### src/rtl/pipe_skid_stage.sv
// Elastic valid/ready stage with a main entry and a one-word skid buffer.
// Upstream ready is registered, so in_ready never depends combinationally on out_ready.
module pipe_skid_stage #(
   parameter int unsigned             BIT_WIDTH   = 32,
   parameter logic [BIT_WIDTH-1:0]    RESET_VALUE = '0
) (
   input  logic                 clk,
   input  logic                 reset,
   input  logic                 flush,
   input  logic                 in_valid,
   output logic                 in_ready,
   input  logic [BIT_WIDTH-1:0] in_data,
   output logic                 out_valid,
   input  logic                 out_ready,
   output logic [BIT_WIDTH-1:0] out_data,
   output logic [1:0]           count
);

   typedef enum logic [1:0] {
      ST_EMPTY = 2'd0,
      ST_BUSY  = 2'd1,
      ST_FULL  = 2'd2
   } state_t;

   state_t               r_state;
   state_t               w_state_nxt;
   logic                 r_in_ready;
   logic                 r_out_valid;
   logic [1:0]           r_count;
   logic [BIT_WIDTH-1:0] r_main;
   logic [BIT_WIDTH-1:0] r_skid;

   logic w_in_fire;
   logic w_out_fire;
   logic w_load_main;
   logic w_main_from_skid;
   logic w_load_skid;

   assign w_in_fire  = in_valid & r_in_ready;
   assign w_out_fire = r_out_valid & out_ready;

   always_comb begin
      w_state_nxt      = r_state;
      w_load_main      = 1'b0;
      w_main_from_skid = 1'b0;
      w_load_skid      = 1'b0;
      if (flush) begin
         // flush wins over any concurrent transfer; data registers keep their contents
         w_state_nxt = ST_EMPTY;
      end else begin
         case (r_state)
            ST_EMPTY: begin
               if (w_in_fire) begin
                  w_load_main = 1'b1;
                  w_state_nxt = ST_BUSY;
               end
            end
            ST_BUSY: begin
               if (w_in_fire && w_out_fire) begin
                  w_load_main = 1'b1;
               end else if (w_in_fire) begin
                  w_load_skid = 1'b1;
                  w_state_nxt = ST_FULL;
               end else if (w_out_fire) begin
                  w_state_nxt = ST_EMPTY;
               end
            end
            ST_FULL: begin
               if (w_out_fire) begin
                  w_load_main      = 1'b1;
                  w_main_from_skid = 1'b1;
                  w_state_nxt      = ST_BUSY;
               end
            end
            default: w_state_nxt = ST_EMPTY;
         endcase
      end
   end

   always_ff @(posedge clk or negedge reset) begin
      if (!reset) begin
         r_state     <= ST_EMPTY;
         r_in_ready  <= 1'b0;
         r_out_valid <= 1'b0;
         r_count     <= '0;
      end else begin
         r_state     <= w_state_nxt;
         r_in_ready  <= (w_state_nxt != ST_FULL);
         r_out_valid <= (w_state_nxt != ST_EMPTY);
         r_count     <= w_state_nxt;
      end
   end

   always_ff @(posedge clk or negedge reset) begin
      if (!reset) begin
         r_main <= RESET_VALUE;
         r_skid <= RESET_VALUE;
      end else begin
         if (w_load_main) begin
            r_main <= w_main_from_skid ? r_skid : in_data;
         end
         if (w_load_skid) begin
            r_skid <= in_data;
         end
      end
   end

   assign in_ready  = r_in_ready;
   assign out_valid = r_out_valid;
   assign out_data  = r_main;
   assign count     = r_count;

endmodule
### config.mk
export PLATFORM = sky130hd
export DESIGN_NAME = pipe_skid_stage
export DESIGN_NICKNAME = d
export VERILOG_FILES = /design/src/rtl/pipe_skid_stage.sv
export SDC_FILE = /design/constraint.sdc
export NUM_CORES = 1
export LEC_CHECK = 0
export BUFFER_PORTS_ARGS = -buffer_cell sky130_fd_sc_hd__buf_2
export CORE_ASPECT_RATIO = 1.5
export CORE_UTILIZATION = 40
export CTS_CLUSTER_SIZE = 30
export DETAILED_ROUTE_END_ITERATION = 6
export PLACE_DENSITY = 0.61
export SLEW_MARGIN = 30
export SYNTH_ARGS = -nofsm -noshare
export SYNTH_HDL_FRONTEND = slang
export SYNTH_SLANG_ARGS = --single-unit
export TNS_END_PERCENT = 10
### constraint.sdc
create_clock -name clk -period 2.05 [get_ports clk]
set_input_delay 0.41 -clock clk [delete_from_list [all_inputs] [get_ports clk]]
set_output_delay 0.41 -clock clk [all_outputs]
set_load 0.05 [all_outputs]
After elaboration in Yosys (flattened, before gate mapping)
Cells that the tools add are included.
{"block": "word_totals", "ff_bits": 68, "input_bits": 37, "out_inout_bits": 36, "wordCells": 31}
{"block": "op_classes", "eq_ne": 3, "n_mux": 18, "n_bitwise": 2, "n_reduce_logical": 3}
{"operator": "$mux W32", "count": 1}
{"operator": "$mux W2", "count": 6}
{"operator": "$mux W1", "count": 9}
{"operator": "$pmux W2 S3", "count": 1}
{"operator": "$pmux W1 S3", "count": 1}
{"operator": "$and A1 B1 Y1", "count": 2}
{"operator": "$eq A2 B1 Y1 const B", "count": 1}
{"operator": "$eq A2 B2 Y1 const B", "count": 1}
{"operator": "$logic_not A2 Y1", "count": 1}
{"operator": "$ne A2 B2 Y1 const B", "count": 1}
{"operator": "$reduce_bool A2 Y1", "count": 1}
{"operator": "$logic_and A1 B1 Y1", "count": 1}

Logic depth before layout (Yosys ltp)
Gate-level depths: netlist of run 1.
{"block": "logic_depth", "depth_word": 7, "mapped_depth": 5, "ltp_nobuf": 4}

Least setup slack after synthesis of run 1
No wires, ideal clock.
{"block": "synth_timing", "path_type": "register to register", "from": "register r_out_valid, in the netlist out_valid", "to": "register r_main[0], in the netlist out_data[0]", "setup_ns": 0.125, "arrival_time_ns": 1.965, "required_ns": 1.925, "slack_ns": -0.040, "path_stages_with_launch": 6, "n_path_buf": 1, "period_less_slack_ns": 2.090, "cell_sequence": "dfrtp_1 -> nand2_1 -> or3_4 -> a31oi_4 -> buf_8 -> mux2_4"}
{"block": "synth_via", "elab_chain_len": 5, "elab_cells_between_ends": 9, "cone_classes": "7 x mux; 1 x bitwise; 1 x reduce/logical"}
{"item": "start: declaration", "line": "28", "rtl": "logic r_out_valid;"}
{"item": "start signal: assignment", "line": "89", "rtl": "r_out_valid <= (w_state_nxt != ST_EMPTY);"}
{"item": "$and A1 B1 Y1 (*)", "line": "40", "rtl": "assign w_out_fire = r_out_valid & out_ready;"}
{"item": "$logic_and A1 B1 Y1 or $mux W1 (tied branches)", "line": "59, 69"}
{"item": "$mux W1 (on tied branches)", "line": "59, 51"}
{"item": "$pmux W1 S3 or $mux W1 (tied branches)", "line": "51, 47"}
{"item": "$mux W1 or $mux W32 (tied branches)", "line": "47, 100"}
{"item": "end signal: assignment", "line": "100", "rtl": "r_main <= w_main_from_skid ? r_skid : in_data;"}
{"item": "end: declaration", "line": "30", "rtl": "logic [BIT_WIDTH-1:0] r_main;"}
Mark *: on every way between the ends. The rest lies on a longest branch, timed or not.
A chain may end at the register's enable or synchronous reset.

==> results of run 1 <==
final cells by class:
class                      instances  share of cell area (%)
clock inverter                     4                   0.557
clock buffer                      12                    6.59
tap                              102                    3.16
timing repair buffer              80                    11.6
multi-input combinational        116                    36.0
sequential                        68                    42.1
power by group through the flow:
stage	clock network, mW	registers [mW]	logic (mW)
floorplan	0	2.78	0.689
global placement	0	2.09	1.77
detailed placement	0	2.11	1.80
CTS	1.51	2.09	1.80
global route	1.57	2.15	1.87
finish	1.46	2.09	1.78
logic make-up after synthesis:
| logic type | share of synthesized area, % |
|---|---|
| buffers and inverters | 2.89 |
| and+or+nand+nor | 2.51 |
| muxes | 40.3 |
| AOI/OAI and AO/OA | 1.89 |
| DFF | 52.4 |
synthesized netlist by cell type:
library cell  count
a21o_1            2
a21oi_1           5
a31oi_4           1
and3_1            1
buf_2             3
buf_6             3
buf_8             3
dfrtp_1          68
mux2_2           36
mux2_4           60
nand2_1           3
nand3_1           2
nand3_2           1
nand4b_1          1
nor3_1            1
nor3b_2           1
or3_1             1
or3_4             1
registers in the layout, summed over array words and instances (netlist names):
register	count
count	2
in_ready	1
out_data	32
out_valid	1
r_skid	32
worst min-delay path by stage:
stage | cells past startpoint | endpoint | slack [ns]
3_5_place_dp | 2 | out_data[13]$_DFFE_PN0P_ | 0.46
3_3_place_gp | 2 | out_data[13]$_DFFE_PN0P_ | 0.47
4_1_cts | 2 | out_data[13]$_DFFE_PN0P_ | 0.11
2_1_floorplan | 0 | count[0]$_DFF_PN0_ | 0.11
6_report | 2 | out_data[13]$_DFFE_PN0P_ | 0.1
5_1_grt | 2 | r_skid[13]$_DFFE_PN0P_ | 0.13
layer usage:
metal  vias to the layer above  GRT usage (%)
met4                         0           9.26
li1                        860              -
met1                       937           16.8
met3                        10           4.49
met2                        44           24.0
met5                         -              0
critical path, cell delays in order, from the launching register on:
cell     delay [ns]
dfrtp_1        0.42
buf_4          0.17
nor3b_2        0.21
nand3_2        0.12
buf_12         0.21
mux2_4         0.32
mux2_4         0.25
through the flow:
step                      power, mW  util, %  setup WS, ns  instances  hold WS (ns)
final                          5.32     52.1         0.220        382        0.0986
after global routing           5.58     52.1         0.134        382         0.134
after CTS                      5.40     52.1         0.210        382         0.110
after detailed placement       3.90     48.4         0.163        366         0.464
after global placement         3.86     48.4         0.183        366         0.466
after floorplan                3.47        -        0.0182        193         0.114
==> run summary, run 1 <==
# resized after CTS: 0
Final Hold Fails: 0
DR vias: 1,851
DR WL met2: 2950 um
GRT Total Usage: 14.9%
Dpl cell area: 3750 sq um
Most frequent cells in the layout: 72 x buf_2, 67 x dfrtp_1, 60 x mux2_4
First-pass GRT wire length: 9150 um
CP required: 2.27 ns
Met3 WL post-DR: 215 um
Peak Freq: 0.546 GHz
IO Pins: 73
Chip height: 112 um
Final ANT Viol Nets: 0
Seq. cell area: 1700 sq um
Crit path to: out_data[17]$_DFFE_PN0P_
Initial Util: 41.8%
Post-CTS Setup Bufs: 0
Net Count, Synth: 230
Setup-failing EPs final: 0
# rows: 39
Largest net degree at the start of global routing: 69
Drt first pass iters: 2
Post-synth top area share: 52.4%
Crit path from: count[0]$_DFF_PN0_
Share of cells above drive strength 1: 70.7%
Hold-fix buffers, CTS: 0
# port buffers: 72
Clock buffer depth: 2
RePlAce Congestion: 0.712
Num CTS Buffers: 9
Reg clk slew, reported paths: 0.05 ns
Starting DRT DRC Count: 81
Final WL: 5730 um
Worst Reg-to-Reg Cells: 6
Yosys top cell by area: dfrtp_1
Final Cell Area: 4040 sq um
Slew margin rel.: 75.8%
Synthesized area per cell: 16.8 sq um
Top Metal Used: met4
Root Buffer: clkbuf_16
CTS Sinks: 68
Final Max Tran Viols: 0
Share of power burned in the clock network: 27.4%
#FFs+latches synth: 68
R2R setup slack: 0.22 ns
Critical Path AT: 2.05 ns
DR WL/cell: 15.0 um
Synth-to-layout area growth: 24.6%
Synthesized cell area: 3240 sq um
Commonest non-fill, non-tap cell in the layout: buf_2
MaxCap Viol Count: 0
Synth cell types: 18
Status: finished, final reports clean
Sequential power share: 39.2%
Pwr Density: 1320 nW/um^2
Post-Syn Instances: 193
Final Cycle Share: 89.3%
DRC errors left: 0
Antenna violations before repair: 0
P_sw: 1.86 mW
CP max FO: 32
CTS H-tree depth: 3
Max VDD drop: 0.000778 V
Post-layout net count: 312
Worst clock skew: 0.00353 ns
P_leak: 2.01 nW
Die X: 75.5 um
Via density: 4.85
Vias in the first global route: 1,910
Congestion Overflow GR: 0
YS warnings: 0
Part of the Yosys area used for sequential elements: 52.4%
FF-to-FF Start: count[0]$_DFF_PN0_
RSZ-0062 raised after global routing: false
Clock Latency Late Sink: 0.33 ns
Multi-input gate area: 1450 sq um
N_diodes: 0
Post-DP HPWL: 3840 um
Wl on met1: 2400 um
Period minus WS final: 1.83 ns
Crit start category: register
Fillers: 660
Synth top area cells: dfrtp_1 52%, mux2_4 28%, mux2_2 12%
Worst Tran Pin Value: 0.364 ns
Hold Path Class: in2async
Die area: 8480 sq um
Core Area: 7760 sq um
RR Endpoint: out_data[17]$_DFFE_PN0P_
Crit end category: register
CTS tree: yes
Setup Crit Path Kind: reg2reg
Sum Neg Setup Slack: 0 ns
Comb pwr share: 33.4%
Sw Share: 34.9%
Cell-internal power: 3.47 mW
Note: power is estimated with default switching activity, not from simulation.
==> inputs of run 2 (changes only) <==
- REMOVE_ABC_BUFFERS: not set -> 1
==> run summary, run 2 (synthesized netlist as in run 1, its figures left out) <==
Status: finished, final reports clean
DR vias: 1,821 (-1.6%)
Crit-path max cell delay: 0.47 ns (+0.05 ns)
# rows: 39 (unchanged)
Die area: 8480 sq um (unchanged)
Vias in the first global route: 1,966 (+2.9%)
P_leak: 2.01 nW (about the same)
Post-DP HPWL: 3970 um (+3.3%)
# resized after CTS: 0 (unchanged)
CP max FO: 13 (-59%)
N_diodes: 0 (unchanged)
RSZ-0062 raised after global routing: false
Most frequent cells in the layout: 71 x buf_2, 68 x dfrtp_1, 60 x mux2_4
FF-to-FF Start: count[0]$_DFF_PN0_
Hold-fix buffers, CTS: 0 (unchanged)
Dpl cell area: 3750 sq um (-0.17%)
Peak Freq: 0.541 GHz (-1.0%)
DP Cell Count: 365 (-0.27%)
Final ANT Viol Nets: 0 (unchanged)
Setup-failing EPs final: 0 (unchanged)
Final Cell Area: 4040 sq um (-0.15%)
IO Pins: 73 (unchanged)
GR Util met3: 4.94% (+0.45 points)
Final WL: 5790 um (+1.2%)
Via density: 4.79 (-1.1%)
GRT Total Usage: 15.6% (+0.74 points)
Final Cycle Share: 90.2% (+0.93 points)
DRC errors left: 0 (unchanged)
Drt first pass iters: 4 (+2)
Post-route insts no fill: 380 (-0.52%)
Slew margin rel.: 72.5% (-3.3 points)
R2R setup slack: 0.20 ns (-0.02 ns)
Congestion Overflow GR: 0 (unchanged)
Post-layout net count: 311 (-0.32%)
Initial Util: 41.8% (unchanged)
Chip height: 112 um (unchanged)
Die X: 75.5 um (unchanged)
Max VDD drop: 0.000559 V (-28%)
Antenna violations before repair: 0 (unchanged)
Largest net degree at the start of global routing: 40 (-42%)
Worst Reg-to-Reg Cells: 4 (-2)
CP max-delay cell: dfrtp_1
Sum Neg Setup Slack: 0 ns (unchanged)
Pwr Density: 1320 nW/um^2 (+0.20%)
Starting DRT DRC Count: 84 (+3.7%)
CP top delay family: flip-flops
Total Power: 5.33 mW (about the same)
Worst clock skew: 0.00299 ns (-0.000540 ns)
CTS Sinks: 68 (unchanged)
Final Hold Fails: 0 (unchanged)
Post-CTS Setup Bufs: 0 (unchanged)
Final Max Tran Viols: 0 (unchanged)
GR Util met2: 24.8% (+0.83 points)
Num CTS Buffers: 9 (unchanged)
Crit end category: register
CTS tree: yes
First-pass GRT wire length: 9590 um (+4.8%)
Critical path, cell by cell: or3_1 > a31oi_4 > buf_12 > mux2_2
Final design utilization: 52.0% (-0.081 points)
CP required: 2.26 ns (about the same)
RePlAce Congestion: 0.653 (-8.2%)
Hold Path Class: in2async
DR WL/cell: 15.2 um (+1.7%)
Grt peak-use layer: met2
Clock buffer depth: 2 (unchanged)
Worst Tran Pin Value: 0.413 ns (+0.0490 ns)
CTS H-tree depth: 3 (unchanged)
Final WS setup: 0.200 ns (-0.0191 ns)
Setup Crit Path Kind: reg2reg
Worst Path Buf+Inv: 1 (-1)
Root Buffer: clkbuf_16
Reg clk slew, reported paths: 0.05 ns (about the same)
Commonest non-fill, non-tap cell in the layout: buf_2
Period minus WS final: 1.85 ns (+0.0191 ns)
Share of cells above drive strength 1: 69.8% (-0.93 points)
Fin Hold WS: 0.0120 ns (-0.0866 ns)
Crit start category: register
Dpl ws: 0.125 ns (-0.0376 ns)
# port buffers: 72 (unchanged)
Met1 Resource Use GR: 18.6% (+1.8 points)
Critical Path AT: 2.06 ns (about the same)
Synth-to-layout area growth: 24.5%
Clock Latency Late Sink: 0.32 ns (about the same)
RR Endpoint: out_data[10]$_DFFE_PN0P_
Core Area: 7760 sq um (unchanged)
Fillers: 665 (+0.76%)
MaxCap Viol Count: 0 (unchanged)
## run 2: cell types whose count changed in the layout (fill, tap and decap cells not counted), sizes merged
cell and delta:
clkbuf +2, clkinv -2, clkinvlp -1, buf -1
## run 2: layer usage
layer  part of all wire, %  vias up  wire length (um)
met4                   1.4        0                83
met3                   4.3        5               252
met5                     0        -                 0
li1                      -      861                 -
met1                    43      916              2510
met2                    51       39              2950
## run 2: power breakdown
| part | leakage (nW) | internal (mW) | switching (mW) |
|---|---|---|---|
| combinational | 1.06 | 0.727 | 1.05 |
| sequential | 0.811 | 1.83 | 0.255 |
| clock | 0.145 | 0.942 | 0.525 |
| total | 2.01 | 3.50 | 1.83 |
## run 2: how the worst max path moves through the flow
stage	startpoint	to	cells after the start
after floorplan	out_valid$_DFF_PN0_	out_data[10]$_DFFE_PN0P_	4
after global placement	out_ready	out_data[9]$_DFFE_PN0P_	6
after detailed placement	out_ready	out_data[10]$_DFFE_PN0P_	6
after CTS	count[0]$_DFF_PN0_	out_data[10]$_DFFE_PN0P_	4
after global routing	out_valid$_DFF_PN0_	out_data[10]$_DFFE_PN0P_	5
final	count[0]$_DFF_PN0_	out_data[10]$_DFFE_PN0P_	4
## run 2: final cells by class
cell class                      instances  area [sq um]  share of cell area [%]
Timing Repair Buffer                   79           465                    11.5
Clock buffer                           14           284                    7.03
Clock inverter                          1          5.00                   0.124
Multi-Input combinational cell        116          1450                    36.0
Tap cell                              102           128                    3.16
Sequential cell                        68          1700                    42.1
